[config.mk]
export PLATFORM = sky130hd
export DESIGN_NAME = yuv422_timing_ctrl
export DESIGN_NICKNAME = d
export VERILOG_FILES = /design/src/rtl/yuv_pkg.sv /design/src/rtl/yuv_cfg_check.sv /design/src/rtl/yuv422_timing_ctrl.sv
export SDC_FILE = /design/constraint.sdc
export NUM_CORES = 1
export LEC_CHECK = 0
export ABC_AREA = 1
export BUFFER_PORTS_ARGS = -buffer_cell sky130_fd_sc_hd__clkbuf_2
export CAP_MARGIN = 15
export CELL_PAD_IN_SITES_DETAIL_PLACEMENT = 0
export CELL_PAD_IN_SITES_GLOBAL_PLACEMENT = 1
export CORE_MARGIN = 10
export CORE_UTILIZATION = 42
export CTS_BUF_LIST = sky130_fd_sc_hd__clkbuf_8
export DETAILED_ROUTE_END_ITERATION = 10
export PLACE_DENSITY_LB_ADDON = 0.2
export SLEW_MARGIN = 20
export SYNTH_ARGS = -nofsm -noshare
export SYNTH_HDL_FRONTEND = slang
export SYNTH_HIERARCHICAL = 1
export SYNTH_SLANG_ARGS = --single-unit
[constraint.sdc]
create_clock -name clk_i -period 2.6 [get_ports clk_i]
set_input_delay 0.26 -clock clk_i [delete_from_list [all_inputs] [get_ports clk_i]]
set_output_delay 0.26 -clock clk_i [all_outputs]
set_load 0.005 [all_outputs]
[src/rtl/yuv_pkg.sv]
// Shared definitions for the 4:2:2 timing sequencer: the FSM state encoding
// and the default counter width.
package yuv_pkg;

  // Default width of the size configuration and of the position counters
  localparam int unsigned CNT_W = 12;

  // Frame sequencer phases
  typedef enum logic [2:0] {
    ST_IDLE   = 3'd0,
    ST_LEAD   = 3'd1,
    ST_ACTIVE = 3'd2,
    ST_BLANK  = 3'd3,
    ST_TRAIL  = 3'd4
  } state_e;

endpackage

[src/rtl/yuv_cfg_check.sv]
// Combinational frame-size validation. It is kept in its own module so the
// register block can flag a bad setting before it ever issues a start.
module yuv_cfg_check #(
  parameter int unsigned CNT_W = yuv_pkg::CNT_W
) (
  input  logic [CNT_W-1:0] h_active_i,
  input  logic [CNT_W-1:0] h_blank_i,
  input  logic [CNT_W-1:0] v_active_i,
  output logic             cfg_ok_o
);

  // A line must hold whole U/V pixel pairs, and every interval must be non-empty
  assign cfg_ok_o = !h_active_i[0]
                 && (h_active_i >= CNT_W'(2))
                 && (h_blank_i  != '0)
                 && (v_active_i != '0);

endmodule

[src/rtl/yuv422_timing_ctrl.sv]
// Frame/line sequencer for the 4:4:4 -> 4:2:2 packer. One start request runs
// one frame: a FrameValid lead-in, v_active lines of h_active pixels separated
// by h_blank idle cycles, and a FrameValid tail. Every output is a flop.
module yuv422_timing_ctrl #(
  parameter int unsigned CNT_W    = yuv_pkg::CNT_W,
  parameter int unsigned FV_LEAD  = 2,
  parameter int unsigned FV_TRAIL = 2
) (
  input  logic             clk_i,
  input  logic             rst_i,
  input  logic             start_i,
  input  logic             abort_i,
  input  logic [CNT_W-1:0] h_active_i,
  input  logic [CNT_W-1:0] h_blank_i,
  input  logic [CNT_W-1:0] v_active_i,
  output logic             FrameValid_o,
  output logic             LineValid_o,
  output logic             uv_sel_o,
  output logic [CNT_W-1:0] pix_cnt_o,
  output logic [CNT_W-1:0] line_cnt_o,
  output logic             busy_o,
  output logic             frame_done_o,
  output logic             aborted_o,
  output logic             cfg_err_o
);

  import yuv_pkg::*;

  // Reload values for the phase down-counter (it counts remaining cycles - 1)
  localparam logic [CNT_W-1:0] LEAD_LOAD  = CNT_W'(FV_LEAD - 1);
  localparam logic [CNT_W-1:0] TRAIL_LOAD = CNT_W'(FV_TRAIL - 1);

  state_e           state_q, state_d;
  logic [CNT_W-1:0] cnt_q, cnt_d;
  logic [CNT_W-1:0] h_act_q, h_act_d;
  logic [CNT_W-1:0] h_blank_q, h_blank_d;
  logic [CNT_W-1:0] v_act_q, v_act_d;
  logic [CNT_W-1:0] pix_q, pix_d;
  logic [CNT_W-1:0] line_q, line_d;
  logic             fv_q, fv_d;
  logic             lv_q, lv_d;
  logic             uv_q, uv_d;
  logic             busy_q, busy_d;
  logic             done_q, done_d;
  logic             abrt_q, abrt_d;
  logic             err_q, err_d;
  logic             ab_seen_q, ab_seen_d;

  logic             cfg_ok;
  logic             to_active;
  logic             to_trail;

  yuv_cfg_check #(.CNT_W(CNT_W)) u_cfg_check (
    .h_active_i (h_active_i),
    .h_blank_i  (h_blank_i),
    .v_active_i (v_active_i),
    .cfg_ok_o   (cfg_ok)
  );

  // Next-state and next-output computation for the frame sequencer
  always_comb begin
    state_d   = state_q;
    cnt_d     = cnt_q;
    h_act_d   = h_act_q;
    h_blank_d = h_blank_q;
    v_act_d   = v_act_q;
    pix_d     = pix_q;
    line_d    = line_q;
    fv_d      = fv_q;
    lv_d      = lv_q;
    uv_d      = uv_q;
    busy_d    = busy_q;
    ab_seen_d = ab_seen_q;
    done_d    = 1'b0;
    abrt_d    = 1'b0;
    err_d     = 1'b0;
    to_active = 1'b0;
    to_trail  = 1'b0;

    case (state_q)
      ST_IDLE: begin
        // Abort is meaningless here, so a simultaneous start simply wins
        if (start_i) begin
          if (cfg_ok) begin
            h_act_d   = h_active_i;
            h_blank_d = h_blank_i;
            v_act_d   = v_active_i;
            state_d   = ST_LEAD;
            cnt_d     = LEAD_LOAD;
            fv_d      = 1'b1;
            busy_d    = 1'b1;
            line_d    = '0;
            ab_seen_d = 1'b0;
          end else begin
            err_d = 1'b1;
          end
        end
      end

      ST_LEAD: begin
        if (abort_i) begin
          to_trail  = 1'b1;
          ab_seen_d = 1'b1;
        end else if (cnt_q == '0) begin
          to_active = 1'b1;
        end else begin
          cnt_d = cnt_q - CNT_W'(1);
        end
      end

      ST_ACTIVE: begin
        if (abort_i) begin
          to_trail  = 1'b1;
          ab_seen_d = 1'b1;
        end else if (cnt_q == '0) begin
          // Last line goes straight to the tail without a blank interval
          if (line_q != v_act_q - CNT_W'(1)) begin
            state_d = ST_BLANK;
            cnt_d   = h_blank_q - CNT_W'(1);
            lv_d    = 1'b0;
            pix_d   = '0;
            uv_d    = 1'b0;
          end else begin
            to_trail = 1'b1;
          end
        end else begin
          cnt_d = cnt_q - CNT_W'(1);
          pix_d = pix_q + CNT_W'(1);
          uv_d  = ~pix_q[0];
        end
      end

      ST_BLANK: begin
        if (abort_i) begin
          to_trail  = 1'b1;
          ab_seen_d = 1'b1;
        end else if (cnt_q == '0) begin
          to_active = 1'b1;
          line_d    = line_q + CNT_W'(1);
        end else begin
          cnt_d = cnt_q - CNT_W'(1);
        end
      end

      ST_TRAIL: begin
        // Abort is ignored: the tail always runs its full length
        if (cnt_q == '0) begin
          state_d = ST_IDLE;
          fv_d    = 1'b0;
          busy_d  = 1'b0;
          line_d  = '0;
          done_d  = ~ab_seen_q;
          abrt_d  = ab_seen_q;
        end else begin
          cnt_d = cnt_q - CNT_W'(1);
        end
      end

      default: begin
        state_d = ST_IDLE;
      end
    endcase

    // Common entry actions shared by several source states
    if (to_active) begin
      state_d = ST_ACTIVE;
      cnt_d   = h_act_q - CNT_W'(1);
      lv_d    = 1'b1;
      pix_d   = '0;
      uv_d    = 1'b0;
    end
    if (to_trail) begin
      state_d = ST_TRAIL;
      cnt_d   = TRAIL_LOAD;
      lv_d    = 1'b0;
      pix_d   = '0;
      uv_d    = 1'b0;
    end
  end

  // State, shadow configuration and output registers
  always_ff @(posedge clk_i) begin
    if (rst_i) begin
      state_q   <= ST_IDLE;
      cnt_q     <= '0;
      h_act_q   <= '0;
      h_blank_q <= '0;
      v_act_q   <= '0;
      pix_q     <= '0;
      line_q    <= '0;
      fv_q      <= 1'b0;
      lv_q      <= 1'b0;
      uv_q      <= 1'b0;
      busy_q    <= 1'b0;
      done_q    <= 1'b0;
      abrt_q    <= 1'b0;
      err_q     <= 1'b0;
      ab_seen_q <= 1'b0;
    end else begin
      state_q   <= state_d;
      cnt_q     <= cnt_d;
      h_act_q   <= h_act_d;
      h_blank_q <= h_blank_d;
      v_act_q   <= v_act_d;
      pix_q     <= pix_d;
      line_q    <= line_d;
      fv_q      <= fv_d;
      lv_q      <= lv_d;
      uv_q      <= uv_d;
      busy_q    <= busy_d;
      done_q    <= done_d;
      abrt_q    <= abrt_d;
      err_q     <= err_d;
      ab_seen_q <= ab_seen_d;
    end
  end

  assign FrameValid_o = fv_q;
  assign LineValid_o  = lv_q;
  assign uv_sel_o     = uv_q;
  assign pix_cnt_o    = pix_q;
  assign line_cnt_o   = line_q;
  assign busy_o       = busy_q;
  assign frame_done_o = done_q;
  assign aborted_o    = abrt_q;
  assign cfg_err_o    = err_q;

endmodule

==> run metrics <==
sequential area share after synthesis between 30% and 40%; post-synthesis simple-gate area fraction a little under two fifths; CP required about 2.9 ns; P_sw about 2700 uW; RePlAce Congestion 0.876; synthesized area about 5200 um2; Setup Crit Path Kind reg2reg; Final Core Density between 40% and 50%; Int Power between 3000 and 4000 uW; ANT cells 0; core area 12000 um2; initial DRC count ~350; TritonCTS Buffers 9; Starting Density between 40% and 50%; minimum clock period 2.34 ns; vias in the first global route 4921; Tot Pwr ~5700 uW; Post-synth EDFFs 0; I/O pins a little over 70; largest net degree at the start of global routing 47; most frequent cells in the layout 171 x nand2_1, 111 x nor2_1, 100 x inv_1, 81 x dfxtp_1; CP Launch Type flop; hold wc startpoint v_active_i[10]; PwrDens 967 nW/um2; synth warn 6; r2r setup slk between 0.2 and 0.3 ns; multiplexer share of the synthesized area 0%; clock slew seen by the registers of the worst setup and hold paths about 0.09 ns; Peak VDD IR 0.373 mV; gr usage total ~17%; status finished, final reports clean; Synth Register Bits between 80 and 90; max_slew headroom between 50% and 60%; # setup viols final 0; via/cell ratio 5.11; Cell Chain, Critical Path inv_1, ha_1, nand2_1, inv_1, nor2_1, nand2_1, nor2_1, nand2_1, nor2_1, nand2_1, nor2_1, nand4_1, nand2_1, clkinvlp_4, buf_4, nand3b_1, a21oi_1; Critical Path Slowest Stage Cell dfxtp_1; Post-CTS Hold Fix Bufs 0; Slew Limit Fails 0; hold path cells 3; crit path DAT ~2.6 ns; clock tree sinks 81; final hold violations 0; H-tree levels 3; clock buffer depth 2; RSZ-0062 raised after global routing true; Critical Path Start v_act_q[0]; Static Leak roughly 0.0027 uW; largest family of logic cells by synthesized area simple AND/OR/NAND/NOR gates; worst slew pin tran between 0.6 and 0.7 ns; Post-synth ARST share 0%; reg2reg end pix_cnt_o[7]; syn_nets 855; skew final 0.00806 ns; drc violations 0; commonest non-fill, non-tap cell in the layout nand2_1; WHS Endpoint v_act_q[10]; ys flop type dfxtp_1; Synth Area in XOR/XNOR ~4.4%; drt wl/cell 14.0 um; Post-DRT Antenna Nets 0; CP Max Fanout 9; Die Y 131 um; Tcrit/Tclk final 89.8%; PortBufs 70; Crit path largest cell delay about 0.34 ns; synth unique cells between 40 and 50; Hold Crit Class in2reg; row count 40; CP Buf/Inv Count 4; Die W 131 um; Via Count roughly 5.3k; first-pass GRT wire length around 24 mm; Post-Synthesis Cells between 800 and 900; Crit path max-delay family simple AND/OR/NAND/NOR gates; Worst Setup End Kind flop; clock group share of total power 18.8%; First-pass DRT Iterations 5; die area 17100 um2; Worst Reg2Reg Path Length in Cells 17; Max Fclk between 0.4 and 0.5 GHz; reg2reg start v_act_q[0]; Post-Synth Adder-Cell Area approximately 1.5%; Overflow after GRT 0; final wirelength around 14 mm; switching share of total power between 40% and 50%; Root Buffer clkbuf_8; average size of a mapped cell 6.37 um2; number of max-cap violations 0; area grow syn2layout 14.7%; Final Net Count about 930; initial antenna violation count 0; post-detail-place hpwl roughly 11 mm; Comb power frac approximately half; CTS tree done; Clk Latency, worst-skew pair between 0.3 and 0.4 ns; CP dominant cell by count nand2_1; share of layout cells above drive strength 1 between 10% and 20%; Reg power frac 29.3%; post-synthesis compound-gate area fraction about 15%
cell families after synthesis:
| family | count (synthesis) |
|---|---|
| flops | 81 |
| xor+xnor | 26 |
| buf+inv | 136 |
| compound gates | 149 |
| fa+ha+maj | 6 |
| simple gates | 411 |
layout make-up:
class / instances / area, um2
clock inverters: 6 / 90.1
repair buffers: 82 / 440
multi-input cells: 592 / 3010
inverters: 114 / 434
fillers: 1286 / 6100
well taps: 147 / 184
clock buffers: 10 / 138
flip-flops and latches: 81 / 1620
synthesized netlist by cell type (2+ instances only):
cell type	instances	area share (%)
nand2_1	171	12
nor2_1	112	8.2
inv_1	101	7.4
dfxtp_1	81	31
a21oi_1	70	6.8
o21ai_0	57	5.5
nand3_1	42	4.1
xor2_1	24	4.1
nand4_1	20	2.4
nor3_1	17	1.7
clkbuf_1	12	0.87
inv_2	11	0.80
nor2_2	11	1.3
nand2_2	8	0.97
ha_1	6	1.5
nand3b_1	6	0.87
o21ai_1	6	0.58
buf_4	4	0.58
nor4_1	4	0.49
buf_2	3	0.29
nor2_4	3	0.66
nor3_2	3	0.58
nor3b_1	3	0.44
o21ai_2	3	0.51
o22ai_1	3	0.36
a31oi_1	2	0.24
and2_1	2	0.24
buf_6	2	0.44
nand3_2	2	0.39
nor2_8	2	0.78
o211ai_1	2	0.29
xnor2_1	2	0.34
how the worst max path moves through the flow:
stage	endpoint	cells after the start
after floorplan	pix_cnt_o[3]	17
final	pix_cnt_o[7]	17
after CTS	pix_cnt_o[0]	16
after global routing	cnt_q[6]	16
after detailed placement	pix_cnt_o[0]	16
after global placement	line_cnt_o[4]	15
state kept, by name, summed over array words and instances, names as in the netlist:
| register | count |
|---|---|
| state_q | 3 |
| pix_cnt_o | 12 |
| LineValid_o | 1 |
| busy_o | 1 |
| h_blank_q | 12 |
| frame_done_o | 1 |
| aborted_o | 1 |
| line_cnt_o | 12 |
| cnt_q | 12 |
| ab_seen_q | 1 |
| cfg_err_o | 1 |
| v_act_q | 12 |
| h_act_q | 12 |
metrics by stage:
step | setup TNS [ns] | hold slack, ns | setup WS [ns] | std cells | instance area [um2]
after CTS | 0 | 0.109 | 0.176 | 1030 | 5880
after detailed placement | 0 | 0.457 | 0.211 | 1014 | 5650
after global placement | 0 | 0.454 | 0.285 | 1014 | 5650
after global routing | -0.000779 | 0.125 | -0.000779 | 1032 | 5910
final | 0 | 0.129 | 0.264 | 1032 | 5910
after floorplan | 0 | 0.329 | 0.666 | 809 | 5150
worst min-delay path, stage by stage:
cell and delay, ns:
clkbuf_2 0.09, nor2_1 0.04, nor2_1 0.08
timing repair:
action / CTS / global route
buffers inserted: 0 / 2
endpoints found under the setup margin: 0 / 19
resized for setup: 0 / 5
power by group through the flow:
stage	clock network, uW	registers (uW)	logic (uW)
3_3_place_gp	0	1700	2910
6_report	1080	1680	2970
3_5_place_dp	0	1700	2930
4_1_cts	1100	1670	2940
5_1_grt	1150	1710	3380
2_1_floorplan	0	1650	2300
routing by layer:
layer | global-route usage [%] | wire length, um
met2 | 26.3 | 6190
met4 | 6.74 | 298
met3 | 3.22 | 647
met5 | 0 | 0
met1 | 23.9 | 7340
Power figures use the tool's default switching activity.
